$ cat src/rtl/rhythm_pkg.sv
`default_nettype none
// ----------------------------------------------------------------------------
// rhythm_pkg: sound-command and FSM enums, note ROM and half-period helper.
// Rev 1.0
// ----------------------------------------------------------------------------
package rhythm_pkg;

  typedef enum logic [1:0] {
    SND_NONE = 2'd0,
    SND_HIT  = 2'd1,
    SND_MISS = 2'd2,
    SND_OVER = 2'd3
  } snd_cmd_e;

  typedef enum logic [1:0] {
    ST_IDLE = 2'd0,
    ST_LOAD = 2'd1,
    ST_TONE = 2'd2,
    ST_GAP  = 2'd3
  } seq_state_e;

  localparam int unsigned F_HIT    = 1047;
  localparam int unsigned F_MISS_0 = 330;
  localparam int unsigned F_MISS_1 = 262;
  localparam int unsigned F_OVER_0 = 523;
  localparam int unsigned F_OVER_1 = 392;
  localparam int unsigned F_OVER_2 = 262;

  localparam int NOTE_ROM_SIZE = 6;

  // Sequences are packed back to back: hit at 0, miss at 1..2, game-over at 3..5.
  localparam int unsigned NOTE_ROM [0:NOTE_ROM_SIZE-1] = '{
    F_HIT, F_MISS_0, F_MISS_1, F_OVER_0, F_OVER_1, F_OVER_2
  };

  function automatic logic [2:0] rom_base(input snd_cmd_e cmd);
    case (cmd)
      SND_HIT:  return 3'd0;
      SND_MISS: return 3'd1;
      SND_OVER: return 3'd3;
      default:  return 3'd0;
    endcase
  endfunction

  function automatic logic [1:0] note_count(input snd_cmd_e cmd);
    case (cmd)
      SND_HIT:  return 2'd1;
      SND_MISS: return 2'd2;
      SND_OVER: return 2'd3;
      default:  return 2'd0;
    endcase
  endfunction

  function automatic logic [23:0] half_period(input int unsigned clk_hz, input int unsigned freq);
    return 24'(clk_hz / (2 * freq));
  endfunction

endpackage
`default_nettype wire

$ cat src/rtl/sound_cmd_fifo.sv
`default_nettype none
// ----------------------------------------------------------------------------
// sound_cmd_fifo: synchronous FIFO; flush has priority over push and pop.
// Rev 1.0
// ----------------------------------------------------------------------------
module sound_cmd_fifo #(
  parameter int unsigned DEPTH = 4,
  parameter int unsigned WIDTH = 2
) (
  input  logic                   clk,
  input  logic                   rst_n,
  input  logic                   push,
  input  logic                   pop,
  input  logic                   flush,
  input  logic [WIDTH-1:0]       din,
  output logic [WIDTH-1:0]       dout,
  output logic [$clog2(DEPTH):0] count,
  output logic                   full,
  output logic                   empty
);
  localparam int AW = $clog2(DEPTH);
  localparam logic [AW:0] FULL_CNT = (AW+1)'(DEPTH);

  logic [WIDTH-1:0] mem [0:DEPTH-1];
  logic [AW-1:0]    wr_ptr;
  logic [AW-1:0]    rd_ptr;
  logic             do_push;
  logic             do_pop;

  assign full    = (count == FULL_CNT);
  assign empty   = (count == '0);
  assign do_push = push && !full;
  assign do_pop  = pop && !empty;
  assign dout    = mem[rd_ptr];

  always_ff @(posedge clk) begin
    if (do_push && !flush) begin
      mem[wr_ptr] <= din;
    end
  end

  // Depth is a power of two, so pointers wrap naturally.
  always_ff @(posedge clk or negedge rst_n) begin
    if (!rst_n) begin
      wr_ptr <= '0;
      rd_ptr <= '0;
      count  <= '0;
    end else if (flush) begin
      wr_ptr <= '0;
      rd_ptr <= '0;
      count  <= '0;
    end else begin
      if (do_push) wr_ptr <= wr_ptr + 1'b1;
      if (do_pop)  rd_ptr <= rd_ptr + 1'b1;
      case ({do_push, do_pop})
        2'b10:   count <= count + 1'b1;
        2'b01:   count <= count - 1'b1;
        default: count <= count;
      endcase
    end
  end

endmodule
`default_nettype wire

$ cat src/rtl/piezo_sequencer.sv
`default_nettype none
// ----------------------------------------------------------------------------
// piezo_sequencer: queues sound commands and plays them as square-wave notes.
// PIEZO_SEQ_PREEMPT_EN: game-over flushes the queue and aborts playback. Rev 1.0
// ----------------------------------------------------------------------------
module piezo_sequencer
  import rhythm_pkg::*;
#(
  parameter int unsigned CLK_HZ     = 50_000_000,
  parameter int unsigned FIFO_DEPTH = 4,
  parameter int unsigned NOTE_MS    = 60,
  parameter int unsigned GAP_MS     = 10
) (
  input  logic                        i_Clk,
  input  logic                        i_Rst,
  input  logic [1:0]                  i_Sound_Cmd,
  input  logic                        i_Mute,
  output logic                        o_Piezo,
  output logic                        o_Busy,
  output logic                        o_Drop,
  output logic [$clog2(FIFO_DEPTH):0] o_Fifo_Cnt
);
  localparam logic [31:0] NOTE_LAST = 32'(CLK_HZ / 1000 * NOTE_MS - 1);
  localparam logic [31:0] GAP_LAST  = 32'(CLK_HZ / 1000 * GAP_MS - 1);
  localparam logic [23:0] HP_TABLE [0:NOTE_ROM_SIZE-1] = '{
    half_period(CLK_HZ, NOTE_ROM[0]), half_period(CLK_HZ, NOTE_ROM[1]),
    half_period(CLK_HZ, NOTE_ROM[2]), half_period(CLK_HZ, NOTE_ROM[3]),
    half_period(CLK_HZ, NOTE_ROM[4]), half_period(CLK_HZ, NOTE_ROM[5])
  };

  logic [1:0]  cmd_prev;
  logic        capture;
  logic        preempt;
  logic        push;
  logic        pop;
  logic        drop;
  logic        drop_q;
  logic        fifo_full;
  logic        fifo_empty;
  logic [1:0]  fifo_dout;
  seq_state_e  state;
  snd_cmd_e    seq;
  logic [1:0]  note_idx;
  logic [2:0]  rom_idx;
  logic [23:0] half_per;
  logic [23:0] half_cnt;
  logic [31:0] phase_cnt;
  logic        wave;

  // Edge-style capture: a held level yields one event, any change to a non-zero code is new.
  assign capture = (i_Sound_Cmd != SND_NONE) && (i_Sound_Cmd != cmd_prev);

`ifdef PIEZO_SEQ_PREEMPT_EN
  assign preempt = capture && (i_Sound_Cmd == SND_OVER);
`else
  assign preempt = 1'b0;
`endif

  assign push    = capture && !preempt && !fifo_full;
  assign drop    = capture && !preempt && fifo_full;
  assign pop     = (state == ST_IDLE) && !fifo_empty && !preempt;
  assign rom_idx = rom_base(seq) + {1'b0, note_idx};

  sound_cmd_fifo #(
    .DEPTH (FIFO_DEPTH),
    .WIDTH (2)
  ) u_fifo (
    .clk   (i_Clk),
    .rst_n (i_Rst),
    .push  (push),
    .pop   (pop),
    .flush (preempt),
    .din   (i_Sound_Cmd),
    .dout  (fifo_dout),
    .count (o_Fifo_Cnt),
    .full  (fifo_full),
    .empty (fifo_empty)
  );

  always_ff @(posedge i_Clk or negedge i_Rst) begin
    if (!i_Rst) begin
      cmd_prev  <= 2'd0;
      drop_q    <= 1'b0;
      state     <= ST_IDLE;
      seq       <= SND_NONE;
      note_idx  <= 2'd0;
      half_per  <= 24'd0;
      half_cnt  <= 24'd0;
      phase_cnt <= 32'd0;
      wave      <= 1'b0;
    end else begin
      cmd_prev <= i_Sound_Cmd;
      drop_q   <= drop;
      if (preempt) begin
        state    <= ST_LOAD;
        seq      <= SND_OVER;
        note_idx <= 2'd0;
        wave     <= 1'b0;
      end else begin
        case (state)
          ST_IDLE: begin
            if (!fifo_empty) begin
              seq      <= snd_cmd_e'(fifo_dout);
              note_idx <= 2'd0;
              state    <= ST_LOAD;
            end
          end
          ST_LOAD: begin
            half_per  <= HP_TABLE[rom_idx];
            half_cnt  <= 24'd0;
            phase_cnt <= 32'd0;
            wave      <= 1'b1;
            state     <= ST_TONE;
          end
          ST_TONE: begin
            if (phase_cnt >= NOTE_LAST) begin
              phase_cnt <= 32'd0;
              wave      <= 1'b0;
              state     <= ST_GAP;
            end else begin
              phase_cnt <= phase_cnt + 32'd1;
              if (half_cnt >= half_per - 24'd1) begin
                half_cnt <= 24'd0;
                wave     <= ~wave;
              end else begin
                half_cnt <= half_cnt + 24'd1;
              end
            end
          end
          default: begin
            if (phase_cnt >= GAP_LAST) begin
              if (({1'b0, note_idx} + 3'd1) < {1'b0, note_count(seq)}) begin
                note_idx <= note_idx + 2'd1;
                state    <= ST_LOAD;
              end else begin
                state <= ST_IDLE;
              end
            end else begin
              phase_cnt <= phase_cnt + 32'd1;
            end
          end
        endcase
      end
    end
  end

  assign o_Piezo = wave && !i_Mute;
  assign o_Busy  = (state != ST_IDLE);
  assign o_Drop  = drop_q;

endmodule
`default_nettype wire
$ cat config.mk
export PLATFORM = sky130hd
export DESIGN_NAME = piezo_sequencer
export DESIGN_NICKNAME = d
export VERILOG_FILES = /design/src/rtl/rhythm_pkg.sv /design/src/rtl/sound_cmd_fifo.sv /design/src/rtl/piezo_sequencer.sv
export SDC_FILE = /design/constraint.sdc
export NUM_CORES = 1
export LEC_CHECK = 0
export ABC_AREA = 1
export CORE_AREA = 2 2 115 117
export DETAILED_ROUTE_END_ITERATION = 16
export DIE_AREA = 0 0 117 119
export GPL_TIMING_DRIVEN = 0
export PLACE_DENSITY = 0.87
export SLEW_MARGIN = 20
export SYNTH_ARGS = -nofsm -noshare
export SYNTH_HDL_FRONTEND = slang
export SYNTH_HIERARCHICAL = 1
export SYNTH_SLANG_ARGS = --single-unit
$ cat constraint.sdc
create_clock -name i_Clk -period 2.6 [get_ports i_Clk]
set_clock_uncertainty 0.15 [all_clocks]
set_input_delay 0.52 -clock i_Clk [delete_from_list [all_inputs] [get_ports i_Clk]]
set_output_delay 0.52 -clock i_Clk [all_outputs]
set_load 0.02 [all_outputs]
# Yosys cells after proc, flatten, opt, wreduce, memory -nomap -nowiden
# Memory sizes are Yosys's and may differ from the RTL's. A register that Yosys moved wholly into a read port is not among the register bits.
# Index checks and enable logic that the tools add are counted.
# classes
add_sub_neg	10
n_lt_le_gt_ge	4
eq_ne	14
n_mux	25
bitwise_logic	5
reduce_logical	29
# op_table
cell	n
$pmux W32 S3	1
$mux W32	2
$mux W24	2
$pmux W24 S2	1
$add A32 B1 Y32 const B	1
$ge A32 B19 Y1 const B	1
$ge A32 B22 Y1 const B	1
$add A24 B1 Y24 const B	1
$ge A24 B24 Y1	1
$sub A24 B1 Y24 const B	1
$mux W2	8
$pmux W2 S3	2
$reduce_bool A2 Y1	6
$eq A2 B2 Y1 const B	4
$pmux W2 S2	2
$reduce_and A2 Y1	4
$logic_and A1 B1 Y1	7
$add A2 B1 Y2 const B	3
$eq A2 B1 Y1 const B	3
$ne A2 B2 Y1 const B	3
$pmux W3 S2	1
$logic_not A1 Y1	5
$mux W1	5
$not A1 Y1	4
18 further kinds	18
# totals
ff_bits	71
ram_bits	8
romBits	192
inputBits	5
output_inout_bits	6
elab_cells	99
mem_count	2
# mem_list
name	depth	word_bits	rd	rd_ports_with_merged_regs	wr	line_no	text
(name not given)	8	24	1	1	0	piezo_sequencer.sv:109	half_per <= HP_TABLE[rom_idx];
u_fifo.mem	4	2	1	1	1	sound_cmd_fifo.sv:24	logic [WIDTH-1:0] mem [0:DEPTH-1];

# Depth between registers and ports, before layout
# Gate-level depths: netlist (run 1).
# logic_depth
word_depth	8
ltp_mapped	20
depth_no_buf	20

# By module
# The synthesis (run 1) kept the hierarchy.
# modules_own_cells
mod	n_inst	cells_each	area_each_um2
piezo_sequencer	1	937	6301.0
sound_cmd_fifo	1	90	847.1

# Least setup slack after synthesis (run 1)
# OpenSTA, ideal clock, no wires.
# synth_timing
path_type	reg2reg
from	reg half_per[8]
to	reg half_cnt[10]
setup_time_ps	82
t_arrival_ps	2585
slack_ps	-217
stages_incl_launch_ff	15
n_path_buf	2
synth_period_minus_slack_ps	2817
cell_sequence	dfrtp_1 -> clkbuf_1 -> nor4_1 -> inv_1 -> nor4_1 -> nand3_1 -> ha_1 -> a21oi_1 -> o21ai_0 -> nand2_1 -> nand2_1 -> a21oi_1 -> nand3_2 -> buf_2 -> o22ai_1
# synth_between
elab_chain_len	5
# synth_rtl
element	line_no	text
start, declared	piezo_sequencer.sv:45	logic [23:0] half_per;
$sub A24 B1 Y24	piezo_sequencer.sv:122	if (half_cnt >= half_per - 24'd1) begin
$ge A24 B24 Y1	piezo_sequencer.sv:122	
$mux W24	piezo_sequencer.sv:122	
$mux W24	piezo_sequencer.sv:116	if (phase_cnt >= NOTE_LAST) begin
$pmux W24 S2	piezo_sequencer.sv:100	case (state)
end signal, assigned	piezo_sequencer.sv:126	half_cnt <= half_cnt + 24'd1;
end, declared	piezo_sequencer.sv:46	logic [23:0] half_cnt;
# No other way between the ends. The select of a mux whose other input is x is not followed.
# A chain may end at the register's enable or synchronous reset.

# Final worst setup path (run 1)
# layout_timing
from	reg half_per[7]
to	reg half_cnt[18]
# Same word-level chain as after synthesis.

==> results of run 1 <==
[registers in the layout (all words and copies together) (netlist names)]
name	flops
seq	2
cmd_prev	2
u_fifo/rd_ptr	2
u_fifo/mem	8
state	2
half_per	14
wave	1
o_Drop	1
phase_cnt	32
u_fifo/wr_ptr	2
half_cnt	24
note_idx	2
u_fifo/count	3
[cells by family after synthesis]
group,share of synthesized area
mux,0.001575
xor+xnor,0.05759
buf+inv,0.08979
compound gates,0.06967
simple gates,0.3608
other cells,0.0005246
fa+ha+maj,0.08192
flops,0.3382
[worst max path at each step]
stage	startpoint	end	cells after the start
2_1_floorplan	half_per[0]$_DFFE_PN0P_	half_cnt[2]$_DFFE_PN0P_	17
3_3_place_gp	i_Rst	phase_cnt[4]$_DFFE_PN0P_	1
3_5_place_dp	i_Sound_Cmd[1]	u_fifo/count[2]$_DFFE_PN0P_	14
4_1_cts	half_per[1]$_DFFE_PN0P_	half_cnt[2]$_DFFE_PN0P_	17
5_1_grt	half_per[1]$_DFFE_PN0P_	half_cnt[18]$_DFFE_PN0P_	20
6_report	half_per[7]$_DFFE_PN0P_	half_cnt[18]$_DFFE_PN0P_	14
[area by class of cell]
type,count,area [um^2]
Fill cell,1076,4467
Inverter,130,494.2
Timing Repair Buffer,34,329.1
Buffer,22,150.1
Clock inverter,7,77.57
Tap cell,176,220.2
Clock buffer,9,225.2
Sequential cell,95,2422
Multi-Input combinational cell,784,4489
[where the power goes]
group	internal [mW]	switching (mW)
registers	1.73	0.279
clock network	0.761	0.647
logic	1.05	2.03
total	3.54	2.96
[through the flow]
stage,area (um^2),util,TNS (ns)
after detailed placement,7547,0.5862,-11.78
after global routing,8408,0.6531,-10.36
final,8408,0.6531,-8.116
after global placement,7522,0.5843,-210.09
after CTS,8134,0.6318,-4.058
after floorplan,7202,-,0
[per-layer routing]
layer,global-route usage,vias to the layer above
li1,-,3385
met3,0.04071,53
met5,0,-
met2,0.4202,250
met1,0.3406,3226
met4,0.1074,0
[placed cells by master, fill, tap and decap left out, drive strengths merged, types with 2 or more instances in the layout]
cell and instances:
a21oi 23, buf 38, clkbuf 18, clkdlybuf4s50 6, clkinv 4, conb 5
dfrtp 87, dlygate4sd2 2, edfxtp 8, fa 3, ha 42, inv 132
nand2 332, nand3 80, nand4 25, nor2 127, nor3 27, nor4 4
o21ai 43, o21bai 2, o22ai 14, xnor2 8, xor2 39
[worst max-delay path: stages, from the launching register on]
cell     delay (ns)
dfrtp_2        0.45
nor4_4         0.30
inv_2          0.10
nor4_4         0.23
buf_4          0.20
nor2_1         0.07
ha_1           0.33
nand2_1        0.08
nor2_2         0.12
nand4_1        0.11
nor2_1         0.16
nand2_2        0.15
nand3_4        0.18
buf_6          0.15
o22ai_2        0.06
[what timing repair did]
item | 4_1_cts | 5_1_grt
pin swaps | 16 | 16
cloned | 2 | 0
resized for setup | 41 | 51
hold endpoints to repair | 0 | 0
buffers inserted | 14 | 8
endpoints found under the setup margin | 27 | 40
==> impl_metrics.yaml, run 1 <==
clock_network:
  clk_pin_slew_ns: 0.08
  holdBufCountCts: 0
  clk_latency_ns: 0.36
  root_buffer: "clkbuf_16"
  clk_path_buf_depth: 2
  tritoncts: "yes"
  htree_levels: 3
  cts_buffers: 9
  clock-sinks: 95
grt:
  track_usage: 0.2582
  antenna_found_initial: 0
  grt_pass1_vias: 6219
  overflow: 0
  grt_start_max_net_pins: 50
  grt_pass1_wl_um: 28590
route:
  ant_nets: 0
  wl_met2_um: 8866
  routed.top_layer: "met4"
  route.vias.total: 6914
  drt-met1-wl_um: 7752
  wire_per_inst_um: 14.51
  drt_first_pass_iters: 5
  dr_wl_met3_um: 1075
  drt_wl_total_um: 18240
  drc: 0
  via_per_inst: 5.500
  drt_iter0_drc: 588
power:
  total_power_mw: 6.501
  leakagePower_nw: 4.063
  p_per_area_nw_per_um2: 773.2
  ir_worst_vdd_mv: 0.6527
floorplanning:
  io_pins: 11
  rows: 42
  core_um2: 12870
  die_h_um: 119
  start_util: 0.5552
  die_x_um: 117
  die_area_um2: 13920
place:
  dpl_worst_slack_ns: -0.4806
  port_buffers: 10
  dp_hpwl_um: 12580
  globalplace.congestion: 1.011
  placed_cells: 1218
layout:
  diodes: 0
  final_nets: 1126
  instances_no_fill: 1257
  drive_gt1_frac: 0.1452
  area_growth_pct: 17.63
setup_path:
  required_ns: 2.69
  r2r_cells: 14
  ff2ff_setup_slack_ns: -0.38
  worstSetupStartpointType: "register"
  cp.arrival_ns: 3.07
  r2r_end: "half_cnt[18]$_DFFE_PN0P_"
  worstReg2RegStart: "half_per[7]$_DFFE_PN0P_"
  path_class: "reg -> reg"
  crit_fanout: 6
  end_kind: "register"
worst_hold_path:
  hp-class: "in -> async"
sta:
  setup-violations-final: 25
  maxSlewViolCount: 0
  worstMarginPinSlew_ns: 0.5419
  fin_hold_ws_ns: -0.02052
  hold_viol: 15
  rsz0062_at_grt: "true"
  clock.fmax_mhz: 335.9
  relSlewSlack: 0.6388
  fin_ws_ns: -0.3775
  finalWorstPathRequiredPeriod_ns: 2.978
  fin_crit_sh: 1.145
logic_synthesis:
  synth.avg_cell_area_um2: 6.960
  netlist_area_um2: 7148
  synth_area_leaders: "dfrtp_1 30%, nand2_1 17%, ha_1 7.4%"
  synth.top_cell.area_share: 0.3046
  synth.most_common_cell: "nand2_1"
  yosysSeqAreaShare: 0.3382
  synth_common_cells: "319 x nand2_1, 123 x inv_1, 122 x nor2_1"
  synth_edf_count: 8
  postSynthCellCount: 1027
  synth_seq_cells: 95
  synth_ff_type: "dfrtp_1"
  synth_top_area_cell: "dfrtp_1"
  yosys.cell_types.count: 46
  ys.warnings.count: 6
  async_reset_ff_frac: 0.9158
status:
  outcome: "finished, violations left"
  failed_checks: "negative hold slack, negative setup slack"
run:
  cap_violations: 0
Note: power is estimated with default switching activity, not from simulation.
==> run 2, diff against run 1 <==
--- a/config.mk
+++ b/config.mk
@@ -10,6 +10,7 @@
 export DETAILED_ROUTE_END_ITERATION = 16
 export DIE_AREA = 0 0 117 119
 export GPL_TIMING_DRIVEN = 0
+export HOLD_SLACK_MARGIN = 0.02
 export PLACE_DENSITY = 0.87
 export SLEW_MARGIN = 20
 export SYNTH_ARGS = -nofsm -noshare
==> impl_metrics.yaml, run 2 (synthesized netlist as in run 1, its figures left out) <==
status:
  outcome: "finished, violations left"
  failed_checks: "negative setup slack"
worst_hold_path:
  hp-class: "in -> reg"
  hold-path-cell-count: 1
  min_to: "cmd_prev[0]$_DFF_PN0_"
  min_from: "i_Sound_Cmd[0]"
setup_path:
  required_ns: 2.70
  worstReg2RegStart: "half_per[7]$_DFFE_PN0P_"
  crit_chain: "nor4_4 > inv_2 > nor4_4 > buf_4 > nor2_1 > ha_1 > nand2_1 > nor2_2 > nand4_1 > nor2_1 > nand2_2 > nand3_4 > buf_6 > o22ai_2"
  worstSetupStartpointType: "register"
  cp_slowest_cell: "dfrtp_2"
  path_class: "reg -> reg"
  cpPeakStageDelay_ns: 0.45
  end_kind: "register"
  critical_path_buf_inv_count: 3
  crit_family: "simple AND/OR/NAND/NOR gates"
  r2r_cells: 14
  ff2ff_setup_slack_ns: -0.37
  path_depth: 14
  crit_fanout: 6
  cp.arrival_ns: 3.07
  r2r_end: "half_cnt[9]$_DFFE_PN0P_"
route:
  drt_first_pass_iters: 5
  wire_per_inst_um: 14.51
  drt_iter0_drc: 559
  ant_nets: 0
  route.vias.total: 6851
  drc: 0
  via_per_inst: 5.446
  drt_wl_total_um: 18250
sta:
  fin_ws_ns: -0.3698
  finalWorstPathRequiredPeriod_ns: 2.970
  fin_crit_sh: 1.142
  hold_viol: 0
  worstMarginPinSlew_ns: 0.5391
  setup-violations-final: 25
  clock.fmax_mhz: 336.7
  rsz0062_at_grt: "true"
  maxSlewViolCount: 0
  fin_hold_ws_ns: 0.2608
  relSlewSlack: 0.6406
floorplanning:
  core_um2: 12870
  start_util: 0.5552
  die_area_um2: 13920
  rows: 42
  die_x_um: 117
  die_h_um: 119
  io_pins: 11
run:
  cap_violations: 0
grt:
  grt_pass1_wl_um: 28620
  grt_start_max_net_pins: 50
  grt_pass1_vias: 6231
  track_usage: 0.2584
  antenna_found_initial: 0
  overflow: 0
clock_network:
  htree_levels: 3
  cts_buffers: 9
  clk_latency_ns: 0.36
  clk_pin_slew_ns: 0.08
  clk_path_buf_depth: 2
  root_buffer: "clkbuf_16"
  tritoncts: "yes"
  clock-sinks: 95
power:
  ir_worst_vdd_mv: 0.6520
  leakagePower_nw: 4.067
  p_per_area_nw_per_um2: 772.6
layout:
  drive_gt1_frac: 0.1451
  fin_util: 0.6538
  final_nets: 1127
  final_common_cell: "nand2_1"
  area_growth_pct: 17.77
  regMostFlops: "phase_cnt"
  largest_reg_flops: 32
  final_cell_mix: "309 x nand2_1, 117 x inv_1, 108 x nor2_1, 83 x dfrtp_1, 71 x nand3_1"
  diodes: 0
  top_regs: "phase_cnt: 32 flops, half_cnt: 24 flops, half_per: 14 flops"
place:
  dpl_worst_slack_ns: -0.4806
  dp_hpwl_um: 12580
  globalplace.congestion: 1.011
  port_buffers: 10
[run 2: changes by cell type in the layout (fill, tap and decap cells not counted), sizes merged]
cell / before / now
dlygate4sd3: 0 / 1
[run 2: cell type report]
| class | count | area (um^2) |
|---|---|---|
| Buffer | 22 | 150.1 |
| Tap cell | 176 | 220.2 |
| Clock buffer | 9 | 225.2 |
| Inverter | 130 | 494.2 |
| Multi-Input combinational cell | 784 | 4489 |
| Fill cell | 1075 | 4457 |
| Timing Repair Buffer | 35 | 339.1 |
| Clock inverter | 7 | 77.57 |
| Sequential cell | 95 | 2422 |
[run 2: worst max-delay path by stage]
stage,from,end
final,half_per[7]$_DFFE_PN0P_,half_cnt[9]$_DFFE_PN0P_
after global routing,half_per[1]$_DFFE_PN0P_,half_cnt[18]$_DFFE_PN0P_
after CTS,half_per[1]$_DFFE_PN0P_,half_cnt[2]$_DFFE_PN0P_
after detailed placement,i_Sound_Cmd[1],u_fifo/count[2]$_DFFE_PN0P_
after global placement,i_Rst,phase_cnt[4]$_DFFE_PN0P_
after floorplan,half_per[0]$_DFFE_PN0P_,half_cnt[2]$_DFFE_PN0P_
[run 2: layer usage]
| layer | wire length, um | vias up | GRT usage |
|---|---|---|---|
| li1 | - | 3378 | - |
| met1 | 7862 | 3206 | 0.3406 |
| met2 | 8894 | 218 | 0.4209 |
| met3 | 938 | 49 | 0.04071 |
| met4 | 558 | 0 | 0.1074 |
| met5 | 0 | - | 0 |
[run 2: worst register-to-register path: stages, from the launching register on]
cell     delay (ns)
dfrtp_2        0.45
nor4_4         0.30
inv_2          0.10
nor4_4         0.23
buf_4          0.20
nor2_1         0.07
ha_1           0.33
nand2_1        0.08
nor2_2         0.12
nand4_1        0.11
nor2_1         0.16
nand2_2        0.15
nand3_4        0.18
buf_6          0.16
o22ai_2        0.06
[run 2: power by group]
part           internal (mW)  switching, mW
clock network          0.761          0.645
logic                   1.05           2.04
registers               1.73          0.279
[run 2: repair_timing]
action	in CTS	in global routing
endpoints found under the hold margin	29	0
gates cloned	2	0
pin swaps	16	16
setup buffers	14	8
hold buffers	1	0
endpoints found under the setup margin	27	40
resized for setup	41	51
[run 2: through the flow]
| stage | instance area, um^2 | power, mW | cells | setup TNS (ns) |
|---|---|---|---|---|
| floorplan | 7202 | 3.930 | 1031 | 0 |
| global placement | 7522 | 4.567 | 1217 | -210.09 |
| detailed placement | 7547 | 4.657 | 1218 | -11.78 |
| CTS | 8144 | 6.262 | 1250 | -4.058 |
| global route | 8418 | 6.903 | 1258 | -10.36 |
| finish | 8418 | 6.504 | 1258 | -7.985 |
==> run 3, diff against run 2 <==
--- a/config.mk
+++ b/config.mk
@@ -6,12 +6,12 @@
 export NUM_CORES = 1
 export LEC_CHECK = 0
 export ABC_AREA = 1
-export CORE_AREA = 2 2 115 117
+export CORE_AREA = 2 2 113 115
 export DETAILED_ROUTE_END_ITERATION = 16
-export DIE_AREA = 0 0 117 119
+export DIE_AREA = 0 0 115 117
 export GPL_TIMING_DRIVEN = 0
 export HOLD_SLACK_MARGIN = 0.02
-export PLACE_DENSITY = 0.87
+export PLACE_DENSITY = 0.86
 export SLEW_MARGIN = 20
 export SYNTH_ARGS = -nofsm -noshare
 export SYNTH_HDL_FRONTEND = slang
==> constraint.sdc (replaced) <==
create_clock -name i_Clk -period 3.45 [get_ports i_Clk]
set_clock_uncertainty 0.15 [all_clocks]
set_input_delay 0.69 -clock i_Clk [delete_from_list [all_inputs] [get_ports i_Clk]]
set_output_delay 0.69 -clock i_Clk [all_outputs]
set_load 0.02 [all_outputs]
==> impl_metrics.yaml, run 3 (synthesized netlist as in run 1, its figures left out) <==
worst_hold_path:
  hp-class: "in -> async"
layout:
  regMostFlops: "phase_cnt"
  fin_area_um2: 7845
  final_cell_mix: "319 x nand2_1, 123 x inv_1, 121 x nor2_1, 87 x dfrtp_1, 77 x nand3_1"
  largest_reg_flops: 32
  final_common_cell: "nand2_1"
  drive_gt1_frac: 0.06685
  diodes: 0
  top_regs: "phase_cnt: 32 flops, half_cnt: 24 flops, half_per: 14 flops"
  final_nets: 1107
  area_growth_pct: 9.750
  fin_util: 0.6372
setup_path:
  crit_family: "simple AND/OR/NAND/NOR gates"
  crit_chain: "inv_1 > ha_1 > nand2_1 > nor3_2 > nand2_1 > nor2_2 > nand3_1 > xor2_1 > ha_1 > nand2_1 > nor2_1 > nand4_1 > nor2_1 > nand2_1 > nand3_2 > clkbuf_4 > o22ai_1"
  worstSetupStartpointType: "register"
  crit_fanout: 10
  cp-endpoint: "half_cnt[3]$_DFFE_PN0P_"
  cpPeakStageDelay_ns: 0.41
  end_kind: "register"
  startpoint: "half_per[0]$_DFFE_PN0P_"
  path_class: "reg -> reg"
  cpMostUsedCell: "nand2_1"
  critical_path_buf_inv_count: 2
  cp_slowest_cell: "dfrtp_1"
  cp.arrival_ns: 3.25
  required_ns: 3.54
  r2r_end: "half_cnt[3]$_DFFE_PN0P_"
  ff2ff_setup_slack_ns: 0.29
  r2r_cells: 17
  path_depth: 17
  worstReg2RegStart: "half_per[0]$_DFFE_PN0P_"
sta:
  clock.fmax_mhz: 316.6
  hold_viol: 0
  fin_crit_sh: 0.9154
  rsz0062_at_grt: "false"
  finalWorstPathRequiredPeriod_ns: 3.158
  worstMarginPinSlew_ns: 0.5342
  maxSlewViolCount: 0
  relSlewSlack: 0.6439
  setup-violations-final: 0
route:
  wl_met2_um: 7697
  drc: 0
  wire_per_inst_um: 13.68
  drt_wl_total_um: 16590
  routed.top_layer: "met4"
  ant_nets: 0
  drt_iter0_drc: 502
  route.vias.total: 6658
  drt_first_pass_iters: 6
  drt-met1-wl_um: 7653
  via_per_inst: 5.493
  dr_wl_met3_um: 744
clock_network:
  root_buffer: "clkbuf_16"
  tritoncts: "yes"
  htree_levels: 3
  clk_latency_ns: 0.36
  clock-sinks: 95
  cts_buffers: 9
  clk_path_buf_depth: 2
  clk_pin_slew_ns: 0.08
status:
  outcome: "finished, final reports clean"
floorplanning:
  die_h_um: 117
  die_x_um: 115
  die_area_um2: 13460
  start_util: 0.5806
  core_um2: 12310
  rows: 41
  io_pins: 11
run:
  cap_violations: 0
grt:
  grt_pass1_wl_um: 27950
  grt_pass1_vias: 6084
  track_usage: 0.2614
  antenna_found_initial: 0
  overflow: 0
  grt_start_max_net_pins: 51
power:
  leakagePower_nw: 3.896
  ir_worst_vdd_mv: 0.4633
  p_per_area_nw_per_um2: 589.2
place:
  globalplace.congestion: 0.9600
  dpl_cell_area_um2: 7476
  port_buffers: 10
  dp_hpwl_um: 12550
run 3: cell types whose count changed in the layout (fill, tap and decap cells not counted), moves of 10 or more:
cell     change
o22ai_1     +11
o22ai_2     -11
buf_4       -14
nor2_1      +13
nand2_1     +10
nor2_2      -10
run 3: power breakdown:
group,internal [mW],switching [mW]
Combinational,0.675,1.39
Sequential,1.30,0.183
Clock,0.581,0.496
run 3: through the flow:
step	setup slack [ns]	power (mW)	hold WS, ns	instances	setup TNS, ns
2_1_floorplan	0.6327	2.944	0.2444	1031	0
3_3_place_gp	-1.659	3.423	0.3447	1191	-143.55
3_5_place_dp	0.01590	3.495	0.3448	1192	0
4_1_cts	0.1549	4.580	0.1735	1208	0
5_1_grt	0.04926	4.968	0.1760	1212	0
6_report	0.2918	4.622	0.1399	1212	0
run 3: repair_timing:
item | in CTS | in global routing
hold buffers | 0 | 0
cloned | 0 | 1
pin swaps | 0 | 1
setup buffers | 0 | 3
resized for setup | 1 | 5
endpoints found under the setup margin | 1 | 21
run 3: worst min-delay path by stage:
| stage | start | endpoint | slack, ns | depth (start not counted) |
|---|---|---|---|---|
| 3_5_place_dp | phase_cnt[1]$_DFFE_PN0P_ | phase_cnt[1]$_DFFE_PN0P_ | 0.34 | 2 |
| 2_1_floorplan | i_Rst | cmd_prev[0]$_DFF_PN0_ | 0.24 | 0 |
| 5_1_grt | i_Rst | half_cnt[6]$_DFFE_PN0P_ | 0.18 | 1 |
| 3_3_place_gp | phase_cnt[1]$_DFFE_PN0P_ | phase_cnt[1]$_DFFE_PN0P_ | 0.34 | 2 |
| 4_1_cts | i_Rst | half_cnt[6]$_DFFE_PN0P_ | 0.17 | 1 |
| 6_report | i_Rst | half_cnt[6]$_DFFE_PN0P_ | 0.14 | 1 |
run 3: area by class of cell:
type                            instances  area, um^2
Inverter                              130       494.2
Clock inverter                          7       87.58
Timing Repair Buffer                   14       147.6
Multi-Input combinational cell        784        4135
Fill cell                            1097        4467
Sequential cell                        95        2417
Clock buffer                            9       225.2
Tap cell                              150       187.7
Buffer                                 23       150.1
run 3: per-layer routing:
layer	vias up	GRT usage
li1	3342	-
met1	3090	0.3474
met2	182	0.4345
met3	44	0.03450
met4	0	0.1084
met5	-	0
run 3: worst register-to-register path, stage by stage, from the launching register on:
cell and delay [ns]:
dfrtp_1 0.41, inv_1 0.13, ha_1 0.20, nand2_1 0.10, nor3_2 0.16, nand2_1 0.11, nor2_2 0.13, nand3_1 0.10
xor2_1 0.16, ha_1 0.28, nand2_1 0.06, nor2_1 0.14, nand4_1 0.11, nor2_1 0.11, nand2_1 0.15, nand3_2 0.20
clkbuf_4 0.24, o22ai_1 0.10
==> RTL change 1 (settings of run 1) <==
Re-encode `seq_state_e` (4 states) as one-hot, 4 bits wide.
--- a/src/rtl/rhythm_pkg.sv
+++ b/src/rtl/rhythm_pkg.sv
@@ -14,7 +14,7 @@
 
-  typedef enum logic [1:0] {
-    ST_IDLE = 2'd0,
-    ST_LOAD = 2'd1,
-    ST_TONE = 2'd2,
-    ST_GAP  = 2'd3
+  typedef enum logic [3:0] {
+    ST_IDLE = 4'b0001,
+    ST_LOAD = 4'b0010,
+    ST_TONE = 4'b0100,
+    ST_GAP  = 4'b1000
   } seq_state_e;
Check against the original RTL: same outputs for any inputs over 10 cycles, from zero or initial values and one cycle with i_Rst low; not proved beyond that.
==> RTL change 1 against run 1 <==
- the flow finishes with violations (negative setup slack)
- synthesized area fell by 1.9%
- non-clock buffer count up 2
- sequential cell count up 2
- cell area shrank 2.7%
- setup slack improved by 0.025 ns
- wire length is 4.4% lower
- fmax grew 0.83%
Power is not compared: it rests on default switching activity, and its combinational part moved more than twofold at a synthesized area within 25%.
==> RTL change 1: results <==
[cts]
cts-resized-gates = 30
cts_setup_buffers = 15
hold_buffers = 1

[outcome]
violations = "negative setup slack"
status = "finished, violations left"

[sta]
setup_viol = 25
setup_ws_ns = -0.353
setup_tns_ns = -7.74
max_slew_margin_pct = 62.0

[finish]
fin_nets = 1121
n_all_inverters = 140
multi_input_cells = 769
fillers = 1110
buffer_area_share_pct = 6.10
n_all_buffers = 58
drive_above_1_share_pct = 12.3
clkCellAreaFrac_pct = 3.82

[routing]
drtIter0Drc = 604
routedWlPerCell_um = 13.9
vias = 6643
wl_met3_um = 987
met1Wirelength_um = 7490

[hold_path]
min-delay-path-class = "input port to flip-flop"

[global_routing]
use_met3_pct = 5.60
grt_max_degree = 56
grt_util_met2_pct = 43.3
grt_pass1_wl_um = 28800

[synth]
synth-async-reset-ratio_pct = 91.8
muxShareOfSynthArea_pct = 0.161
ys_seq_area_share_pct = 35.2
synth-xor-area-share_pct = 4.49
synth_compound_area_share_pct = 4.80
synthAdderAreaFrac_pct = 7.63

[worst_setup_path]
cp_data_arrival_time_ns = 3.10

[place]
detailed_place_hpwl_um = 12100
==> RTL change 1: cell types whose count changed after synthesis, moves of 11 or more <==
cell and change:
o21ai_0 -12, nor2_1 +20, o22ai_1 -11, nand2_1 +30
nand4_1 +17, nor3_1 -20, xor2_1 -19
==> RTL change 1: path summary, 6_finish.rpt <==
check / start / end / slack, ns / cells after the start
worst max register to register: half_per[7] / half_cnt[7] / -0.35 / 17
worst max-delay path: half_per[7] / half_cnt[7] / -0.35 / 17
min in group asynchronous: i_Rst / half_cnt[6] / 0.47 / 2
max in group asynchronous: i_Rst / state[0] / 1.20 / 3
worst min-delay path: i_Sound_Cmd[0] / cmd_prev[0] / 0.28 / 1
worst min register to register: phase_cnt[28] / phase_cnt[28] / 0.34 / 2
==> RTL change 1: through the flow <==
stage               hold slack [ns]  cells  instance area (um2)  setup WS [ns]  util, %
floorplan                    0.0744   1029                 7110         -0.127        -
global placement              0.310   1215                 7430          -2.48     57.7
detailed placement            0.292   1216                 7460         -0.599     58.0
CTS                           0.338   1250                 8030         -0.225     62.4
global route                  0.283   1256                 8180         -0.516     63.5
finish                        0.276   1256                 8180         -0.353     63.5
==> RTL change 1: critical path, stage by stage (launching register included) <==
cell      delay, ns
dfrtp_1        0.47
nor2_2         0.21
inv_1          0.11
nor3_4         0.20
nand4_1        0.15
xnor2_1        0.17
inv_1          0.10
ha_4           0.26
nand2_1        0.06
nand2_1        0.05
nor2_1         0.12
nand2_2        0.08
nand2_2        0.07
nand2_2        0.07
nor2_4         0.26
clkbuf_8       0.21
nand4_1        0.08
nand2_1        0.09
==> RTL change 1: where the power goes <==
part	switching (mW)	internal, mW
Clock	0.642	0.771
Combinational	0.105	0.0592
Sequential	0.0197	1.54
==> RTL change 2 (flow settings as in run 1) <==
Made on the original files. Build with the macro `PIEZO_SEQ_PREEMPT_EN` defined.
--- a/src/rtl/piezo_sequencer.sv
+++ b/src/rtl/piezo_sequencer.sv
@@ -5,2 +5,4 @@
 // ----------------------------------------------------------------------------
+`define PIEZO_SEQ_PREEMPT_EN
+
 module piezo_sequencer
Function: changed (Yosys sat finds a counterexample within 4 cycles, from zero or initial values and one cycle with i_Rst low).
==> RTL change 2 against run 1 <==
- the flow finishes with violations (negative setup slack)
- wire length is 0.53% higher
- worst hold slack better by 0.22 ns
- sequential cell count stayed put
- cell area is 1.4% lower
- sequential share of layout area is 0.37 points higher
- final cell count is 0.16% lower
- synthesized area is 0.25% lower
- setup slack worse by 0.27 ns
- power is 1.1% lower
- global-route usage is 0.64 points higher
- first-iteration DRC count is 3.9% higher
==> RTL change 2: results <==
[synth]
muxShareOfSynthArea_pct = 0
ys_seq_area_share_pct = 33.9
ys_types = 47
synthAdderAreaFrac_pct = 8.21
synth_common_cells = "275 x nand2_1, 148 x nor2_1, 117 x inv_1"
synth-xor-area-share_pct = 5.04
synth_compound_area_share_pct = 6.37
synth_area_leaders = "dfrtp_1 31%, nand2_1 14%, nor2_1 7.8%"

[sta]
max_slew_margin_pct = 61.7
setup_ws_ns = -0.648
setup_viol = 25

[worst_setup_path]
slowest_delay_ns = 0.37
path_max_fanout = 8
reg2reg_depth = 22
worstReg2RegEnd = "half_cnt[7]"

[outcome]
violations = "negative setup slack"
status = "finished, violations left"

[routing]
drtIter0Drc = 611
wl_met3_um = 966
routedWlPerCell_um = 14.6
met1Wirelength_um = 7620
wl_met2_um = 9200

[global_routing]
grt_max_degree = 56
grt_pass1_vias = 6604
grt_pass1_wl_um = 29600

[cts]
hold_buffers = 1
cts-resized-gates = 25

[power_and_ir_drop]
ir_drop_mv = 0.677

[floorplanning]
start_util_pct = 55.4

[finish]
drive_above_1_share_pct = 14.7
fin_nets = 1124

[place]
detailed_place_hpwl_um = 12300
[RTL change 2: changes by cell type after synthesis, sizes merged, moves of 5 or more]
cell / delta
nand4: +8
o22ai: -10
buf: +5
nand2: -47
xor2: -15
clkbuf: -6
nor2: +31
nand3: +13
xnor2: +9
[RTL change 2: worst reg2reg max path: stages (launching register included)]
cell and delay, ns:
dfrtp_1 0.37, buf_6 0.12, buf_6 0.14, nor3_4 0.22, nand2_2 0.10, inv_2 0.10, nand3_4 0.09, nor2_4 0.12
nand2_1 0.08, xor2_1 0.17, inv_1 0.10, ha_4 0.30, nand2_4 0.06, nor2_4 0.11, nand4_1 0.12, nor2_1 0.14
nand2_1 0.08, nand4_1 0.10, buf_6 0.14, buf_6 0.13, nor2_1 0.04, nand3_1 0.07, nand2_1 0.06
[RTL change 2: layout make-up]
type	instances	area, um2
flip-flops and latches	95	2420
well taps	176	220
multi-input cells	770	4270
plain buffers	22	178
fillers	1047	4580
repair buffers	51	437
clock inverters	7	66.3
inverters	125	474
clock buffers	9	225
[RTL change 2: per-stage QoR]
| step | setup TNS (ns) | hold slack [ns] | setup WS (ns) | utilization [%] | std cells |
|---|---|---|---|---|---|
| 2_1_floorplan | -5.54 | 0.0744 | -0.251 | - | 1012 |
| 3_3_place_gp | -228.43 | 0.325 | -2.65 | 58.3 | 1198 |
| 3_5_place_dp | -31.21 | 0.330 | -0.713 | 58.5 | 1199 |
| 4_1_cts | -13.37 | 0.369 | -0.557 | 62.9 | 1243 |
| 5_1_grt | -22.01 | 0.206 | -0.901 | 64.4 | 1255 |
| 6_report | -15.52 | 0.197 | -0.648 | 64.4 | 1255 |
[RTL change 2: how the worst max path moves through the flow]
| stage | slack [ns] | startpoint | end |
|---|---|---|---|
| after floorplan | -0.25 | half_per[8] | half_cnt[10] |
| after global placement | -2.65 | i_Rst | half_per[8] |
| after detailed placement | -0.71 | i_Sound_Cmd[1] | u_fifo/count[2] |
| after CTS | -0.56 | half_per[1] | half_cnt[15] |
| after global routing | -0.90 | half_per[1] | half_cnt[12] |
| final | -0.65 | half_per[13] | half_cnt[7] |
[RTL change 2: logic make-up (layout without fill, tap and decap cells)]
kind of cell               Yosys count  in the layout
and+or+nand+nor                    606            606
buffers and inverters              147            214
DFF                                 95             95
AOI/OAI and AO/OA                   78             78
adders and majority gates           45             45
xor gates and xnor gates            41             41
[RTL change 2: report_power, final]
| group | internal [mW] | switching (mW) | leakage, nW |
|---|---|---|---|
| registers | 1.74 | 0.267 | 1.22 |
| logic | 1.07 | 2.02 | 2.60 |
| clock network | 0.673 | 0.659 | 0.138 |
[RTL change 2: routing by layer]
layer | GRT usage (%) | vias to the layer above
met5 | 0 | -
met2 | 45.2 | 239
met3 | 4.27 | 45
li1 | - | 3396
met1 | 33.7 | 3292
met4 | 9.19 | 0
